==> config.mk <==
export PLATFORM = sky130hd
export DESIGN_NAME = alu_sequencer
export DESIGN_NICKNAME = d
export VERILOG_FILES = /design/src/rtl/alu_sequencer.sv
export SDC_FILE = /design/constraint.sdc
export NUM_CORES = 1
export LEC_CHECK = 0
export BUFFER_PORTS_ARGS = -buffer_cell sky130_fd_sc_hd__buf_2
export CAP_MARGIN = 20
export CORE_ASPECT_RATIO = 0.8
export CORE_MARGIN = 5
export CORE_UTILIZATION = 40
export CTS_CLUSTER_DIAMETER = 200
export DETAILED_ROUTE_END_ITERATION = 8
export GPL_TIMING_DRIVEN = 0
export PLACE_DENSITY = 0.73
export SLEW_MARGIN = 40
export SYNTH_ARGS = -nofsm -noshare
export SYNTH_HDL_FRONTEND = slang
export SYNTH_SLANG_ARGS = --single-unit
==> constraint.sdc <==
create_clock -name i_clk -period 3.88 [get_ports i_clk]
set_input_delay 0.776 -clock i_clk [delete_from_list [all_inputs] [get_ports i_clk]]
set_output_delay 0.776 -clock i_clk [all_outputs]
set_load 0.05 [all_outputs]
==> src/rtl/alu_sequencer.sv <==
// Request-side sequencer for the 32-bit ripple-carry ALU: registers a command onto
// the ALU inputs, waits SETTLE_CYCLES for the result to settle, then returns it.
//
// state  | meaning
// IDLE   | ready for a command; ALU inputs hold the last command
// SETTLE | ALU inputs driven, counting down until the result is stable
// RESP   | captured result presented until the consumer takes it
module alu_sequencer #(
   parameter int SETTLE_CYCLES = 4,
   parameter int CNT_W         = 8
) (
   input  logic        i_clk,
   input  logic        i_reset,
   input  logic        i_cmd_valid,
   output logic        o_cmd_ready,
   input  logic [2:0]  i_cmd_op,
   input  logic [31:0] i_cmd_a,
   input  logic [31:0] i_cmd_b,
   input  logic        i_cmd_chain,
   output logic        o_rsp_valid,
   input  logic        i_rsp_ready,
   output logic [31:0] o_rsp_result,
   output logic        o_rsp_overflow,
   output logic        o_rsp_zero,
   output logic [2:0]  o_alu_operation,
   output logic [31:0] o_alu_a,
   output logic [31:0] o_alu_b,
   input  logic [31:0] i_alu_out,
   input  logic        i_alu_overflow,
   output logic        o_ovf_sticky,
   input  logic        i_ovf_clear
);

   typedef enum logic [1:0] {
      S_IDLE   = 2'd0,
      S_SETTLE = 2'd1,
      S_RESP   = 2'd2
   } state_t;

   state_t            r_state;
   state_t            w_next;
   logic              w_accept;
   logic              w_capture;
   logic              w_cmd_ready;
   logic              w_rsp_valid;
   logic [CNT_W-1:0]  r_cnt;
   logic [31:0]       r_last;
   logic [31:0]       r_rsp_result;
   logic              r_rsp_overflow;
   logic              r_rsp_zero;
   logic [2:0]        r_alu_operation;
   logic [31:0]       r_alu_a;
   logic [31:0]       r_alu_b;
   logic              r_ovf_sticky;

   always_ff @(posedge i_clk) begin
      if (i_reset) r_state <= S_IDLE;
      else         r_state <= w_next;
   end

   always_comb begin
      w_next      = S_IDLE;
      w_accept    = 1'b0;
      w_capture   = 1'b0;
      w_cmd_ready = 1'b0;
      w_rsp_valid = 1'b0;
      case (r_state)
         S_IDLE: begin
            w_cmd_ready = 1'b1;
            w_accept    = i_cmd_valid;
            w_next      = i_cmd_valid ? S_SETTLE : S_IDLE;
         end
         S_SETTLE: begin
            w_capture = (r_cnt == '0);
            w_next    = w_capture ? S_RESP : S_SETTLE;
         end
         S_RESP: begin
            w_rsp_valid = 1'b1;
            w_next      = i_rsp_ready ? S_IDLE : S_RESP;
         end
         default: w_next = S_IDLE;
      endcase
   end

   always_ff @(posedge i_clk) begin
      if (i_reset) begin
         r_cnt           <= '0;
         r_last          <= '0;
         r_rsp_result    <= '0;
         r_rsp_overflow  <= 1'b0;
         r_rsp_zero      <= 1'b1;
         r_alu_operation <= '0;
         r_alu_a         <= '0;
         r_alu_b         <= '0;
         r_ovf_sticky    <= 1'b0;
      end else begin
         // cmd_* are only looked at on acceptance, so X while idle never lands in state
         if (w_accept) begin
            r_alu_operation <= i_cmd_op;
            r_alu_a         <= i_cmd_chain ? r_last : i_cmd_a;
            r_alu_b         <= i_cmd_b;
            r_cnt           <= CNT_W'(SETTLE_CYCLES - 1);
         end else if (r_state == S_SETTLE && r_cnt != '0) begin
            r_cnt <= r_cnt - CNT_W'(1);
         end
         if (w_capture) begin
            r_rsp_result   <= i_alu_out;
            r_rsp_overflow <= i_alu_overflow;
            r_rsp_zero     <= (i_alu_out == '0);
            r_last         <= i_alu_out;
         end
         // a fresh overflow outranks a simultaneous clear
         if (w_capture && i_alu_overflow) r_ovf_sticky <= 1'b1;
         else if (i_ovf_clear)            r_ovf_sticky <= 1'b0;
      end
   end

   assign o_cmd_ready     = w_cmd_ready;
   assign o_rsp_valid     = w_rsp_valid;
   assign o_rsp_result    = r_rsp_result;
   assign o_rsp_overflow  = r_rsp_overflow;
   assign o_rsp_zero      = r_rsp_zero;
   assign o_alu_operation = r_alu_operation;
   assign o_alu_a         = r_alu_a;
   assign o_alu_b         = r_alu_b;
   assign o_ovf_sticky    = r_ovf_sticky;

endmodule

Word-level counts from Yosys, hierarchy flattened. Cells that the tools add are included.

Flip-flop bits (word level): 112. Output and inout port bits: 104.

Add/subtract/negate cells: 1. Equal/unequal tests: 2. Mux-type cells: 13. Reductions and logical operators: 9.

Operators with widths (number): logical NOT 32 bit (1); 2-to-1 mux 32 bit (1); logical NOT 8 bit (1); 2-to-1 mux 2 bit (4); nonzero test 8 bit (1); subtractor 8 x 1 -> 8 bit, second input constant (1); 2-to-1 mux 1 bit (7); case mux 2 bit (3 select lines) (1); nonzero test 2 bit (2); == test 2 x 1 -> 1 bit, second input constant (1); == test 2 bit, second input constant (1); logical AND 1 bit (2); logical NOT 2 bit (1); OR reduction 2 bit (1).

Depth between registers and ports, before layout. Gate-level depths: netlist of the first run.

Word-level depth: 4. Gate-level depth with buffers: 8.

Worst setup path after synthesis of the first run. Ideal clock, no wire load.

Path kind: reg2reg. From: register r_state[1]. To: register r_cnt[0]. Data arrival time: 2.073 ns. Data required time: 3.794 ns. Path slack: 1.722 ns. Cell stages (with the launch flop): 7. Buffers on the path: 2. Period minus slack after synthesis: 2.158 ns. Cells stage by stage: dfxtp_1 nor2_1 and2_1 clkbuf_1 clkbuf_1 nor3_1 a211oi_1.

Longest elaborated chain between the ends: 3. Elaborated cells between the ends (all ways): 6.

RTL lines: start: declaration (line 40) `state_t r_state;`; start signal: assignment (line 58) `else r_state <= w_next;`; logical NOT 2 bit or == test 2 x 1 -> 1 bit (tied branches) (line 67, 103); 2-to-1 mux 1 bit or logical AND 1 bit (tied branches) (line 67, 103); 2-to-1 mux 2 bit or nonzero test 2 bit (tied branches); end signal: assignment (line 102) `r_cnt <= CNT_W'(SETTLE_CYCLES - 1);`; end signal: assignment (line 104) `r_cnt <= r_cnt - CNT_W'(1);`; end: declaration (line 46) `logic [CNT_W-1:0] r_cnt;`.

Several ways; a longest one is shown, not always the timed one. A chain may end at the register's enable or synchronous reset.

Final worst setup path of the first run.
From: register r_cnt[1]. To: register r_rsp_zero, in the netlist o_rsp_zero.

Longest elaborated chain between the ends: 2.

RTL lines: logical NOT 8 bit (line 74) `w_capture = (r_cnt == '0);`; 2-to-1 mux 1 bit (line 67) `case (r_state)`; end signal: assignment (line 109) `r_rsp_zero <= (i_alu_out == '0);`; end: declaration (line 50) `logic r_rsp_zero;`.

No other way between the ends.

==> summary.md, run 1 <==
| Metric | Value |
|---|---|
| Synthesized flop and latch total | between 100 and 150 |
| Post-synth EDFFs | 0 |
| First-pass GRT wire length | 22400 µm |
| CTS root buf | clkbuf_16 |
| Max-Cap Viols | 0 |
| Vias | between 4k and 5k |
| RSZ-0062 raised after global routing | no |
| Peak supply drop | 0.269 mV |
| Avg Inst Size Synth | roughly 8.5 µm² |
| Cell Chain, Critical Path | inv_1 -> ha_1 -> nor4b_1 -> nand3_1 -> clkbuf_1 -> a21oi_1 -> o31ai_1 |
| Initial antenna violation count | 0 |
| Iteration-0 DRC Markers | ~260 |
| Setup violations, final | 0 |
| Cts repair resizes | 0 |
| Post-cts hold buffer count | 0 |
| Syn Nets | 623 |
| Number of I/O port buffers | approximately 210 |
| Antenna-violating nets left | 0 |
| Pin count of the biggest net entering global routing | 18 |
| Final max-slew violation count | 0 |
| Core area | between 10000 and 15000 µm² |
| Die W | 127 µm |
| Drc violations | 0 |
| Clock-pin slew on the worst setup and hold paths | 0.07 ns |
| Design area | around 6000 µm² |
| Arr. time, crit path | 2.56 ns |
| Post-synthesis cell area | 4370 µm² |
| Top_reg_cell synth | dfxtp_1 |
| Seq/Total Area, Yosys | 51.3% |
| CTS tree | built |
| Synth-to-Final Area Change | 35.2% |
| Wire length per cell | between 15 and 20 µm |
| Period Utilization, post-route | between 60% and 70% |
| Fin util | 54.7% |
| Vias in the first global route | 4470 |
| Vias per inst | 5.02 |
| Num Clock Sinks | 112 |
| Antenna Cells | 0 |
| Setup Crit Path Kind | reg -> reg |
| CP required | 4.10 ns |
| Critical-path top delay cell | nor4b_1 |
| FP Rows | 34 |
| Post-route insts no fill | slightly below 900 |
| Async set or reset register ratio after synthesis | 0% |
| DIE HEIGHT | between 100 and 150 µm |
| Tmin final | between 2 and 2.5 ns |
| Ports | 210 |
| Post-synthesis cell type count | 34 |
| Synthesized instance count | 516 |
| Pre-CTS WS | approximately 1.5 ns |
| Pwr/cell area | 537 nW/µm² |
| # nets final | approximately 840 |
| H-tree Lvls | 3 |
| Critical Path Sink Type | flop |
| Tightest Pin Transition | 0.777 ns |
| Final GP Congestion | 0.925 |
| Most frequent cells in the layout | 208 x buf_2, 137 x nand2_1, 112 x dfxtp_1, 73 x a21oi_1, 39 x nor2_1 |
| CP max FO | 10 |
| CP max stage delay | roughly 0.42 ns |
| Setup ws final | 1.54 ns |
| Status | finished clean |
| Grt ovf | 0 |
| Worst Setup Start Kind | flop |
| Setup Fix Bufs, Post-CTS | 0 |
| Cell Area, Placed | between 5000 and 6000 µm² |
| Share of cells above drive strength 1 | 31.0% |
| WL final | ~14000 µm |
| Initial Util | about two fifths |
| HP Class | reg -> reg |
| Placed Instances | roughly 870 |
| Synth Warn # | 0 |
| Drt pass-1 iters | 5 |
| Rel. slew slack | 48.2% |
| Clk buf depth | 2 |
| DIE AREA | 13100 µm² |
| Final Hold Fails | 0 |
| Final hold slack | 0.454 ns |
| CTS buffer count | 9 |
| Final Power | 3.17 mW |
| P_leak | 2.69 nW |
| DP HPWL | ~11000 µm |
| Clk_skew | 0.00499 ns |
| Commonest non-fill, non-tap cell in the layout | buf_2 |
| Insertion delay to the later sink of the worst-skew pair | 0.34 ns |
| FMAX | 427 MHz |
| Setup slack, reg-to-reg | 1.54 ns |
| Setup_tns | 0 ns |
| GRT Overall Usage | 20.8% |
-- routing by layer --
| metal | wire length [µm] | GRT usage [%] |
|---|---|---|
| met5 | 0 | 0 |
| met3 | 871 | 5.76 |
| met4 | 245 | 6.28 |
| met2 | 6760 | 35.5 |
| met1 | 6160 | 25.6 |
-- critical path: cells and delay by family (launching register included) --
kind	cells	cell delay, ns
AND/OR/NAND/NOR	2	0.81
flip-flops	1	0.35
buffers and inverters	2	0.50
adder cells (fa/ha/maj)	1	0.23
AO/OA/AOI/OAI	2	0.31
-- final timing paths --
kind                                  from    endpoint  cells after the start
worst max-delay path              r_cnt[1]  o_rsp_zero                      7
worst min-delay path            o_alu_b[1]  o_alu_b[1]                      2
worst max register to register    r_cnt[1]  o_rsp_zero                      7
worst min register to register  o_alu_b[1]  o_alu_b[1]                      2
-- registers in the layout, indices dropped and copies added (netlist names) --
signal / count
o_alu_operation: 3
o_rsp_zero: 1
o_ovf_sticky: 1
r_cnt: 8
o_rsp_overflow: 1
o_alu_a: 32
r_state: 2
o_alu_b: 32
o_rsp_result: 32
-- cells by family (layout without fill, tap and decap cells) --
logic type / after synthesis / after routing / synth area share (%)
AOI/OAI and AO/OA: 117 / 117 / 15.9
xor gates and xnor gates: 5 / 5 / 1.00
adders and majority gates: 1 / 1 / 0.286
DFF: 112 / 112 / 51.3
buffers and inverters: 41 / 264 / 4.23
and+or+nand+nor: 208 / 208 / 20.0
muxes: 32 / 32 / 7.32
-- power breakdown --
part,internal (mW),switching [mW],leakage [nW]
logic,0.232,0.632,1.61
registers,1.25,0.0640,0.918
clock network,0.580,0.413,0.158
-- Yosys cell counts, types with 3 or more instances --
| cell type | number | area, µm² |
|---|---|---|
| nor3_1 | 3 | 15.0 |
| nand4_1 | 3 | 18.8 |
| buf_6 | 4 | 45.0 |
| nor2_1 | 39 | 146 |
| nand2_1 | 137 | 514 |
| dfxtp_1 | 112 | 2240 |
| a211oi_1 | 33 | 248 |
| xor2_1 | 3 | 26.3 |
| nand2b_1 | 5 | 31.3 |
| nor4_1 | 11 | 68.8 |
| a21oi_1 | 73 | 365 |
| mux2i_1 | 32 | 320 |
| nor2b_1 | 3 | 18.8 |
| clkbuf_1 | 33 | 124 |
-- area by class of cell --
| type | instances | area, µm² |
|---|---|---|
| fill | 1045 | 4890 |
| sequential | 112 | 2240 |
| multi-input combinational | 363 | 1950 |
| timing repair buffer | 207 | 1040 |
| clock buffer | 10 | 239 |
| tap | 144 | 180 |
| buffer | 39 | 178 |
| clock inverter | 6 | 82.6 |
| inverter | 2 | 7.51 |
Power figures use the tool's default switching activity.
==> run 2, diff against run 1 <==
==> constraint.sdc (replaced) <==
create_clock -name i_clk -period 2.2 [get_ports i_clk]
set_input_delay 0.44 -clock i_clk [delete_from_list [all_inputs] [get_ports i_clk]]
set_output_delay 0.44 -clock i_clk [all_outputs]
set_load 0.05 [all_outputs]
==> run 2 against run 1 <==
  * Combinational power grew 78%
  * Total power grew 77%
  * Register-to-register slack lost 1.4 ns
  * Setup slack lost 1.4 ns
  * Largest cell class unchanged
  * Sequential power grew 76%
  * Clock power grew 76%
  * Critical path depth grew 2
  * Cell area grew 0.66%
  * Non-clock buffer count grew 1
  * Count of clock-buffer cells in the layout is the same
==> summary.md, run 2 (synthesis gave the netlist of run 1 again) <==
| Metric | Value |
|---|---|
| Iteration-0 DRC Markers | 248 |
| Synth-to-Final Area Change | 36.0% |
| Insertion delay to the later sink of the worst-skew pair | 0.34 ns |
| CTS tree | built |
| Pre-CTS WS | -0.0358 ns |
| HP Class | in -> reg |
| Fin util | between 50% and 60% |
| Status | finished clean |
| DP HPWL | 11000 µm |
| Commonest non-fill, non-tap cell in the layout | buf_2 |
| H-tree Lvls | 3 |
| Drt pass-1 iters | 5 |
| Number of I/O port buffers | between 200 and 250 |
| Post-route insts no fill | 884 |
| Critical Path Sink Type | flop |
| Vias in the first global route | 4474 |
| Setup ws final | 0.156 ns |
| Ports | 210 |
| Setup slack, reg-to-reg | 0.16 ns |
| Clk_skew | between 0.005 and 0.006 ns |
| Final Hold Fails | 0 |
| Share of cells above drive strength 1 | a little under a third |
| FP Rows | 34 |
| First-pass GRT wire length | 22400 µm |
| Wire length per cell | 16.0 µm |
| Setup Crit Path Kind | reg -> reg |
| Vias | about 4.5k |
| Num Clock Sinks | 112 |
| Post-cts hold buffer count | 0 |
| Period Utilization, post-route | between 90 and 100% |
| CTS buffer count | 9 |
| DIE HEIGHT | around 100 µm |
| Grt ovf | 0 |
| Tmin final | roughly 2.0 ns |
| Final hold slack | 0.331 ns |
| CTS root buf | clkbuf_16 |
| Pwr/cell area | ~940 nW/µm² |
| CP max FO | 10 |
| WL final | 14100 µm |
| Max-Cap Viols | 0 |
| Setup_tns | 0 ns |
| GRT Overall Usage | between 20% and 30% |
| Drc violations | 0 |
| Pin count of the biggest net entering global routing | 18 |
| Cell Area, Placed | 5590 µm² |
| Setup violations, final | 0 |
| Design area | 5950 µm² |
| Filler Cell Count | 1048 |
| Arr. time, crit path | 2.32 ns |
| Clock-pin slew on the worst setup and hold paths | 0.07 ns |
| Rel. slew slack | 48.5% |
| Vias per inst | 5.06 |
| CP required | 2.47 ns |
| Initial Util | 40.5% |
| Tightest Pin Transition | 0.773 ns |
| P_leak | roughly 2.7 nW |
| Final Power | ~5.6 mW |
| Die W | 127 µm |
| FMAX | 489 MHz |
| DIE AREA | between 10000 and 15000 µm² |
| Core area | 10800 µm² |
| Most frequent cells in the layout | 208 x buf_2, 137 x nand2_1, 112 x dfxtp_1, 73 x a21oi_1, 39 x nor2_1 |
| Placed Instances | 867 |
| Final GP Congestion | a little over 0.9 |
| # nets final | 842 |
| Peak supply drop | roughly 0.48 mV |
| Antenna Cells | 0 |
| Final max-slew violation count | 0 |
| Initial antenna violation count | 0 |
| Worst Setup Start Kind | flop |
| Antenna-violating nets left | 0 |
| Clk buf depth | 2 |
-- run 2: what timing repair did --
| item | 4_1_cts | 5_1_grt |
|---|---|---|
| gates resized for setup | 1 | 5 |
| endpoints found under the setup margin | 1 | 57 |
| buffers inserted | 0 | 2 |
| pin swaps | 0 | 1 |
| endpoints found under the hold margin | 0 | 0 |
-- run 2: worst max-delay path: stages, from the launching register on --
cell and delay (ns):
dfxtp_1 0.37, inv_1 0.09, ha_2 0.21, or4b_1 0.42, buf_2 0.18, nor3_4 0.22
buf_12 0.14, buf_6 0.13, nand2_1 0.08, a21oi_1 0.12
-- run 2: cell type report --
| cell class | instances | area (µm²) | share of cell area (%) |
|---|---|---|---|
| Multi-Input combinational cell | 363 | 1960 | 32.9 |
| Timing Repair Buffer | 209 | 1060 | 17.9 |
| Clock buffer | 10 | 239 | 4.02 |
| Sequential cell | 112 | 2240 | 37.7 |
| Inverter | 2 | 7.51 | 0.126 |
| Buffer | 38 | 175 | 2.94 |
| Clock inverter | 6 | 82.6 | 1.39 |
| Tap cell | 144 | 180 | 3.03 |
-- run 2: where the power goes --
group	internal, mW	switching (mW)	total [mW]
clock	1.02	0.724	1.75
combinational	0.423	1.12	1.54
sequential	2.21	0.114	2.32
-- run 2: metal layers --
layer,vias to the layer above,track usage (%),wire length (µm)
met5,-,0,0
met4,0,6.28,245
met3,19,5.76,985
met2,154,35.6,6840
met1,2086,25.6,6050
li1,2213,-,-
-- run 2: worst paths after layout --
check | from | endpoint | cells past startpoint
max reg2reg | r_cnt[0] | o_rsp_result[28] | 9
min | i_cmd_b[22] | o_alu_b[22] | 3
min reg2reg | o_alu_b[26] | o_alu_b[26] | 2
max | r_cnt[0] | o_rsp_result[28] | 9
